File: src/rtl/cpu_pkg.sv
// Shared definitions for the pipelined CPU: datapath widths, reset/bubble
// constants and the instruction-fetch state encoding.
package cpu_pkg;

  localparam int ADDR_W = 32;
  localparam int INST_W = 32;

  localparam logic [ADDR_W-1:0] RESET_PC = 32'h0000_0000;
  localparam logic [INST_W-1:0] NOP_INST = 32'h0000_0000;

  // BOOT loads RESET_PC into pc, FETCH requests, WAIT awaits the response,
  // HOLD parks a response that ID could not take yet.
  typedef enum logic [1:0] {
    BOOT  = 2'd0,
    FETCH = 2'd1,
    WAIT  = 2'd2,
    HOLD  = 2'd3
  } fetch_state_e;

endpackage

File: src/rtl/if_id_reg.sv
// IF/ID pipeline register with flush, stall and load. Flush beats stall,
// stall beats load, and an unstalled cycle without a load becomes a bubble.
// The pc fields are left untouched by bubbles and flushes.
module if_id_reg #(
  parameter int                ADDR_W   = cpu_pkg::ADDR_W,
  parameter int                INST_W   = cpu_pkg::INST_W,
  parameter logic [INST_W-1:0] NOP_INST = cpu_pkg::NOP_INST
) (
  input  logic              clk,
  input  logic              clr,
  input  logic              flush,
  input  logic              stall,
  input  logic              load,
  input  logic [INST_W-1:0] load_inst,
  input  logic [ADDR_W-1:0] load_pc,
  input  logic [ADDR_W-1:0] load_pc4,
  output logic              valid,
  output logic [INST_W-1:0] inst,
  output logic [ADDR_W-1:0] pc,
  output logic [ADDR_W-1:0] pc4
);

  logic              valid_d, valid_q;
  logic [INST_W-1:0] inst_d,  inst_q;
  logic [ADDR_W-1:0] pc_d,    pc_q;
  logic [ADDR_W-1:0] pc4_d,   pc4_q;

  // Next-state selection: flush > stall (hold) > load > bubble.
  always_comb begin
    // NOTE: every output of this block gets a default first so no path leaves it unassigned (no latch).
    valid_d = valid_q;
    inst_d  = inst_q;
    pc_d    = pc_q;
    pc4_d   = pc4_q;
    if (flush) begin
      valid_d = 1'b0;
      inst_d  = NOP_INST;
    end else if (!stall) begin
      if (load) begin
        valid_d = 1'b1;
        inst_d  = load_inst;
        pc_d    = load_pc;
        pc4_d   = load_pc4;
      end else begin
        valid_d = 1'b0;
        inst_d  = NOP_INST;
      end
    end
  end

  // Register update with asynchronous active-low clear.
  always_ff @(posedge clk or negedge clr) begin
    // NOTE: state is written with <= so every flop samples pre-edge values, independent of block order.
    if (!clr) begin
      valid_q <= 1'b0;
      inst_q  <= NOP_INST;
      pc_q    <= '0;
      pc4_q   <= '0;
    end else begin
      valid_q <= valid_d;
      inst_q  <= inst_d;
      pc_q    <= pc_d;
      pc4_q   <= pc4_d;
    end
  end

  assign valid = valid_q;
  assign inst  = inst_q;
  assign pc    = pc_q;
  assign pc4   = pc4_q;

endmodule

File: src/rtl/if_fetch_ctrl.sv
// Instruction-fetch controller: sequences the pc register, issues one fetch
// at a time over req/gnt + rvalid, and fills the IF/ID register while
// honouring ID stalls and EX redirects.
module if_fetch_ctrl #(
  parameter int                ADDR_W   = cpu_pkg::ADDR_W,
  parameter int                INST_W   = cpu_pkg::INST_W,
  parameter logic [ADDR_W-1:0] RESET_PC = cpu_pkg::RESET_PC,
  parameter logic [INST_W-1:0] NOP_INST = cpu_pkg::NOP_INST
) (
  input  logic              clk,
  input  logic              clr,
  input  logic [ADDR_W-1:0] pc_cur,
  output logic              pc_en,
  output logic [ADDR_W-1:0] pc_next,
  output logic              imem_req,
  output logic [ADDR_W-1:0] imem_addr,
  input  logic              imem_gnt,
  input  logic              imem_rvalid,
  input  logic [INST_W-1:0] imem_rdata,
  input  logic              redirect_valid,
  input  logic [ADDR_W-1:0] redirect_pc,
  input  logic              id_stall,
  output logic              if_id_valid,
  output logic [INST_W-1:0] if_id_inst,
  output logic [ADDR_W-1:0] if_id_pc,
  output logic [ADDR_W-1:0] if_id_pc4
);

  import cpu_pkg::*;

  fetch_state_e      state_d, state_q;
  logic              drop_d, drop_q;          // pending response must be discarded
  logic [ADDR_W-1:0] req_pc_d, req_pc_q;      // address of the outstanding fetch
  logic [INST_W-1:0] hold_inst_d, hold_inst_q;
  logic [ADDR_W-1:0] hold_pc_d, hold_pc_q;    // hold buffer is live exactly in HOLD

  logic              ld;
  logic [INST_W-1:0] ld_inst;
  logic [ADDR_W-1:0] ld_pc;
  logic [ADDR_W-1:0] ld_pc4;

  assign imem_addr = pc_cur;
  assign ld_pc4    = ld_pc + ADDR_W'(4);

  // FSM, next-pc mux and IF/ID load selection.
  always_comb begin
    state_d     = state_q;
    drop_d      = drop_q;
    req_pc_d    = req_pc_q;
    hold_inst_d = hold_inst_q;
    hold_pc_d   = hold_pc_q;
    imem_req    = 1'b0;
    pc_en       = 1'b0;
    pc_next     = RESET_PC;
    ld          = 1'b0;
    ld_inst     = imem_rdata;
    ld_pc       = req_pc_q;

    case (state_q)
      BOOT: begin
        pc_en   = 1'b1;
        pc_next = RESET_PC;
        state_d = FETCH;
      end
      FETCH: begin
        imem_req = 1'b1;
        if (imem_gnt) begin
          req_pc_d = pc_cur;
          pc_en    = 1'b1;
          pc_next  = pc_cur + ADDR_W'(4);
          drop_d   = redirect_valid;   // redirected while granted: response is stale
          state_d  = WAIT;
        end
      end
      WAIT: begin
        if (imem_rvalid) begin
          state_d = FETCH;
          drop_d  = 1'b0;
          if (!drop_q && !redirect_valid) begin
            if (!id_stall) begin
              ld = 1'b1;
            end else begin
              hold_inst_d = imem_rdata;
              hold_pc_d   = req_pc_q;
              state_d     = HOLD;
            end
          end
        end else if (redirect_valid) begin
          drop_d = 1'b1;
        end
      end
      HOLD: begin
        if (redirect_valid) begin
          state_d = FETCH;
        end else if (!id_stall) begin
          ld      = 1'b1;
          ld_inst = hold_inst_q;
          ld_pc   = hold_pc_q;
          state_d = FETCH;
        end
      end
      default: state_d = BOOT;
    endcase

    // A taken branch/jump wins over BOOT and the +4 load.
    if (redirect_valid) begin
      pc_en   = 1'b1;
      pc_next = redirect_pc;
    end

    // While clr is low the state flops already read BOOT, which would
    // otherwise assert pc_en; the outputs must show reset values at once.
    if (!clr) begin
      imem_req = 1'b0;
      pc_en    = 1'b0;
      pc_next  = RESET_PC;
    end
  end

  // Control and buffer registers with asynchronous active-low clear.
  always_ff @(posedge clk or negedge clr) begin
    if (!clr) begin
      state_q     <= BOOT;
      drop_q      <= 1'b0;
      req_pc_q    <= '0;
      hold_inst_q <= NOP_INST;
      hold_pc_q   <= '0;
    end else begin
      state_q     <= state_d;
      drop_q      <= drop_d;
      req_pc_q    <= req_pc_d;
      hold_inst_q <= hold_inst_d;
      hold_pc_q   <= hold_pc_d;
    end
  end

  if_id_reg #(
    .ADDR_W   (ADDR_W),
    .INST_W   (INST_W),
    .NOP_INST (NOP_INST)
  ) u_if_id_reg (
    .clk       (clk),
    .clr       (clr),
    .flush     (redirect_valid),
    .stall     (id_stall),
    .load      (ld),
    .load_inst (ld_inst),
    .load_pc   (ld_pc),
    .load_pc4  (ld_pc4),
    .valid     (if_id_valid),
    .inst      (if_id_inst),
    .pc        (if_id_pc),
    .pc4       (if_id_pc4)
  );

endmodule

File: config.mk
export PLATFORM = sky130hd
export DESIGN_NAME = if_fetch_ctrl
export DESIGN_NICKNAME = d
export VERILOG_FILES = /design/src/rtl/cpu_pkg.sv /design/src/rtl/if_id_reg.sv /design/src/rtl/if_fetch_ctrl.sv
export SDC_FILE = /design/constraint.sdc
export NUM_CORES = 1
export LEC_CHECK = 0
export BUFFER_PORTS_ARGS = -buffer_cell sky130_fd_sc_hd__buf_2
export CORE_MARGIN = 2
export CORE_UTILIZATION = 45
export DETAILED_ROUTE_END_ITERATION = 8
export GPL_TIMING_DRIVEN = 0
export PLACE_DENSITY = 0.7
export SLEW_MARGIN = 20
export SYNTH_ARGS = -nofsm -noshare
export SYNTH_HDL_FRONTEND = slang
export SYNTH_SLANG_ARGS = --single-unit
File: constraint.sdc
create_clock -name clk -period 4.25 [get_ports clk]
set_clock_uncertainty 0.1 [all_clocks]
set_input_delay 0.85 -clock clk [delete_from_list [all_inputs] [get_ports clk]]
set_output_delay 0.85 -clock clk [all_outputs]
set_load 0.02 [all_outputs]
==> results of run 1 <==
## path summary, 6_finish.rpt
kind	to	cells past startpoint	slack, ps
worst min-delay path	req_pc_q[5]$_DFFE_PN0P_	1	180
worst max register to register	u_if_id_reg.pc4[28]$_DFFE_PN0P_	12	390
min in group clk	u_if_id_reg.pc[26]$_DFFE_PN0P_	1	370
worst min register to register	u_if_id_reg.pc[26]$_DFFE_PN0P_	1	370
worst max-delay path	pc_next[28]	8	340
max in group asynchronous	u_if_id_reg.pc4[29]$_DFFE_PN0P_	2	3130
## cell families (layout without fill, tap and decap cells)
| family | after synthesis | in the layout |
|---|---|---|
| multiplexers | 150 | 150 |
| other | 0 | 1 |
| buffers and inverters | 106 | 402 |
| adder cells (fa/ha/maj) | 6 | 6 |
| XOR/XNOR | 43 | 43 |
| AO/OA/AOI/OAI | 169 | 169 |
| AND/OR/NAND/NOR | 328 | 328 |
| flip-flops | 194 | 194 |
## area by class of cell
cell class	count	area share
clock inverters	14	0.0129
well taps	280	0.0281
diodes	1	0.000201
plain buffers	93	0.0406
repair buffers	265	0.111
clock buffers	18	0.0353
flip-flops and latches	194	0.390
multi-input cells	696	0.378
inverters	12	0.00362
## report_power, final
part	internal [µW]	total [µW]	switching (µW)
clock	809	1620	807
sequential	2500	3110	615
combinational	1050	2500	1450
total	4350	7220	2870
## flip-flops by register name, summed over array words and instances, names as in the netlist
| name | flops |
|---|---|
| u_if_id_reg.valid | 1 |
| u_if_id_reg.pc | 30 |
| u_if_id_reg.inst | 32 |
| hold_inst_q | 32 |
| drop_q | 1 |
| u_if_id_reg.pc4 | 32 |
| hold_pc_q | 32 |
| req_pc_q | 32 |
| state_q | 2 |
## stage by stage
stage | hold slack [ps] | setup TNS (ps) | total power, µW
global placement | 357 | -300990 | 5510
global route | 177 | 0 | 7630
finish | 175 | 0 | 7220
floorplan | 363 | 0 | 4630
CTS | 173 | 0 | 7230
detailed placement | 363 | -2760 | 5620
## per-layer routing
layer	up-vias	part of all wire
met5	-	0
met4	0	0.020
met3	38	0.055
met2	304	0.47
met1	4101	0.46
li1	4074	-
## timing repair
item,in CTS,in global routing
setup endpoints to repair,3,7
gates resized for setup,1,4
setup buffers,0,0
## cells in the final DEF, fill, tap and decap left out, types with 4 or more instances in the layout
master,n
and3_1,10
nand4_1,22
xor2_1,4
buf_4,35
xnor2_1,39
or3_1,8
and4_1,8
nor2b_1,14
o31a_1,4
buf_2,268
a21oi_1,7
dfrtp_1,194
inv_6,5
mux2_2,92
and2_1,7
nand2_1,155
clkinv_8,4
ha_1,6
nor4_1,14
clkbuf_1,40
mux2i_1,57
nor3_1,14
o311ai_0,4
a22oi_1,14
buf_1,8
o21ai_0,99
nand3_1,30
inv_1,12
nor2_1,31
a31oi_1,6
a21o_1,11
clkbuf_16,17
a221o_1,7
## critical path, cell delays in order
cell and delay, ps:
buf_2 160, and4_1 200, clkbuf_1 240, nand4_1 440, nor4b_1 580, xnor2_1 140, o21ai_0 160, buf_2 190
==> metrics.csv, run 1 <==
metric,value,unit
synth-simple-area-share,0.158,
syn_area,10100,µm²
synthTopCellsByArea,"dfrtp_1, mux2_2, nand2_1, mux2i_1, o21ai_0",
synth_top_family_by_area,multiplexers,
drv_slew,0,
end_kind,output pin,
use_met2,0.384,
clkTransAtPathRegs,70,ps
met1_usage,0.335,
register_area,4850,µm²
grt_use_met3,0.0471,
place_inst,1541,
ys_seq_area_frac,0.480,
synth_edf_count,0,
synth_xor_area_frac,0.0372,
grt-busiest-layer,met2,
cts_tree,yes,
fin_crit_sh,0.920,
start_kind,input port,
wl,28400,µm
row_count,54,
routedWlPerCell,18.1,µm
yosysTopAreaCell,dfrtp_1,
fp.coreArea,22000,µm²
async_flop_share,1.00,
r2r_start,state_q[1]$_DFFE_PN0P_,
initial_core_util,0.461,
yosys_register_bits,194,
clock-sinks,194,
postSynthCellCount,996,
drt_iter0_drc,624,
required,3300,ps
fin_util,0.567,
hold_buffers,0,
synth_fa_ha_area_frac,0.00742,
cp-startpoint,pc_cur[4],
drc,0,
muxShareOfSynthArea,0.160,
first_pass_iters,5,
grt_usage,0.240,
fin_area,12500,µm²
ant_nets,0,
hpwl,21800,µm
syn_area_per_cell,10.2,µm²
yosysMostFrequentCell,dfrtp_1,
power.leakage,0.00607,µW
portBuffers,263,
slew_headroom,0.327,
fin_crit,3910,ps
vias_per_cell,5.41,
max-vdd-ir-drop,248,µV
rsz0062_at_grt,false,
cts_buffers,17,
crit_type,in -> out,
num_vias,8517,
grt-ovfl-total,0,
io_pins,265,
grt_max_degree,94,
ys_types,57,
max_cap_violations,0,
final_cells,1573,
clock.fmax,256,MHz
cp_max_fo,9,
synth_common_cells,"dfrtp_1, nand2_1, o21ai_0",
worst_slack,342,ps
worstMarginPinSlew,981,ps
syn_to_final_growth,23.1,%
multiInputGateArea,4710,µm²
grt_pass1_vias,8198,
antenna_found_initial,1,
clk-insertion-delay-late,440,ps
drive_gt1_frac,0.341,
min_path_type,in -> async,
setup_viol,0,
place_area,11800,µm²
status,finished clean,
syn-num-nets,1104,
power_density,580,nW/µm²
yosys_warnings,0,
timing.final.hold_violations,0,
dieArea,23700,µm²
cts_root_buf,clkbuf_16,
fillerInstances,1907,
critPathArrivalTime,2960,ps
die_y,154,µm
cts_max_level,4,
synth-compound-area-share,0.103,
yosys.area.top_type_share,0.480,
dieWidth,154,µm
gp_congestion,0.893,
synthFlopType,dfrtp_1,
grt_pass1_wl,45000,µm
place_ws,-443,ps
nets,1387,
cts_buffer_depth,2,
Note: power is estimated with default switching activity, not from simulation.
==> inputs of run 2 (changes only) <==
--- a/config.mk
+++ b/config.mk
@@ -11,6 +11,7 @@
 export DETAILED_ROUTE_END_ITERATION = 8
 export GPL_TIMING_DRIVEN = 0
 export PLACE_DENSITY = 0.7
+export RECOVER_POWER = 100
 export SLEW_MARGIN = 20
 export SYNTH_ARGS = -nofsm -noshare
 export SYNTH_HDL_FRONTEND = slang
==> run 2 against run 1 <==
Effect of this change: worst hold slack got worse by 13 ps; global-route usage unchanged; count of clock-buffer cells in the layout is the same; power shrank 1.2%; sequential cell count unchanged; first-iteration DRC count decreased by 7.9%; critical endpoint unchanged; final cell count unchanged; the run now ends with max-capacitance violations, max-slew violations left; highest routed layer unchanged; die area is the same; register-to-register slack barely moved; final area decreased by 1.9%; maximum frequency down 4.5%.
==> metrics.csv, run 2 (synthesis results as in run 1) <==
metric,value,unit
final_cells,1573,
syn_to_final_growth,20.8,%
routedWlPerCell,18.1,µm
die_y,154,µm
max-vdd-ir-drop,246,µV
wl,28500,µm
end_kind,output pin,
cts_tree,yes,
crit_type,in -> out,
hpwl,21800,µm
cts_buffer_depth,2,
fp.coreArea,22000,µm²
antenna_found_initial,0,
place_ws,-443,ps
drt_iter0_drc,575,
p_seq_frac,0.437,
clk-insertion-delay-late,440,ps
dieWidth,154,µm
setup_viol,0,
slew_headroom,-0.290,
status,"finished, violations left",
cp_top_family,simple AND/OR/NAND/NOR gates,
num_vias,8511,
power_density,584,nW/µm²
final_common_cell,clkbuf_1,
portBuffers,263,
clkTransAtPathRegs,70,ps
max_cap_violations,1,
power.leakage,0.00546,µW
io_pins,265,
grt-ovfl-total,0,
gp_congestion,0.893,
clock.fmax,244,MHz
clock-sinks,194,
cts_root_buf,clkbuf_16,
slowest_delay,580,ps
r2r_start,state_q[1]$_DFFE_PN0P_,
p_comb_frac,0.336,
place_inst,1541,
cp_cell_sequence,clkbuf_1 > and4_1 > clkbuf_1 > nand4_1 > nor4b_1 > xnor2_1 > o21ai_0 > clkbuf_1,
cpMaxStageDelayCell,nor4b_1,
worst_slack,157,ps
start_kind,input port,
power.switching,2880,µW
violations,"max-capacitance violations, max-slew violations",
power.internal,4250,µW
crit_top_cell,clkbuf_1,
worstMarginPinSlew,1940,ps
ant_nets,0,
cts_setup_buffers,0,
regToRegEndpoint,u_if_id_reg.pc4[28]$_DFFE_PN0P_,
timing.final.hold_violations,0,
vias_per_cell,5.41,
required,3300,ps
pwr-share-clk,0.226,
final_cell_mix,"clkbuf_1, dfrtp_1, nand2_1",
rsz0062_at_grt,false,
cp_max_fo,9,
r2r_cells,12,
ff2ff_setup_slack,400,ps
drc,0,
crit_buf_inv,3,
cts_max_level,4,
row_count,54,
drv_slew,80,
fin_crit,4090,ps
grt_usage,0.240,
first_pass_iters,5,
sw_frac_of_total,0.404,
drive_gt1_frac,0.213,
critPathArrivalTime,3140,ps
dieArea,23700,µm²
initial_core_util,0.461,
grt_pass1_vias,8198,
fin_crit_sh,0.963,
min_path_type,in -> async,
grt_max_degree,94,
cts_buffers,17,
grt_pass1_wl,45000,µm
nets,1387,
-- run 2: repair_timing --
| item | 4_1_cts | 5_1_grt |
|---|---|---|
| resized for setup | 1 | 4 |
| hold buffers | 0 | 0 |
| hold endpoints to repair | 0 | 0 |
| endpoints found under the setup margin | 3 | 7 |
-- run 2: worst max path at each step --
stage | start | to | cells past startpoint
finish | pc_cur[5] | pc_next[28] | 8
global route | pc_cur[5] | pc_next[27] | 8
floorplan | redirect_valid | u_if_id_reg.pc4[26]$_DFFE_PN0P_ | 12
CTS | state_q[0]$_DFFE_PN0P_ | u_if_id_reg.pc4[28]$_DFFE_PN0P_ | 14
detailed placement | id_stall | u_if_id_reg.pc4[28]$_DFFE_PN0P_ | 12
global placement | clr | pc_next[22] | 5
-- run 2: cell type report --
type                            count  area [µm²]
Tap cell                          280         350
Inverter                           12        45.0
Multi-Input combinational cell    696        4710
Clock buffer                       18         439
Timing Repair Buffer              265        1160
Antenna cell                        1        2.50
Sequential cell                   194        4850
Buffer                             93         503
Clock inverter                     14         160
Fill cell                        1996        9740
-- run 2: routing by layer --
metal  vias to the layer above  part of all wire  global-route usage
met5                         -                 0                   0
met4                         0             0.018              0.0717
met3                        38             0.058              0.0471
met2                       298              0.47               0.384
met1                      4099              0.46               0.335
li1                       4076                 -                   -
-- run 2: metrics by stage --
step / setup TNS (ps) / cell area [µm²] / total power (µW) / hold slack, ps / util
CTS: 0 / 12400 / 7230 / 173 / 0.567
detailed placement: -2760 / 11800 / 5620 / 363 / 0.539
global placement: -300990 / 11800 / 5510 / 357 / 0.536
global route: 0 / 12200 / 7550 / 169 / 0.556
floorplan: 0 / 10100 / 4630 / 363 / -
finish: 0 / 12200 / 7130 / 162 / 0.556
-- run 2: power groups by stage --
stage | Combinational (µW) | Clock [µW] | Sequential, µW
finish | 2400 | 1610 | 3120
global route | 2630 | 1710 | 3210
CTS | 2510 | 1640 | 3090
detailed placement | 2500 | 0 | 3130
global placement | 2420 | 0 | 3090
floorplan | 1340 | 0 | 3290
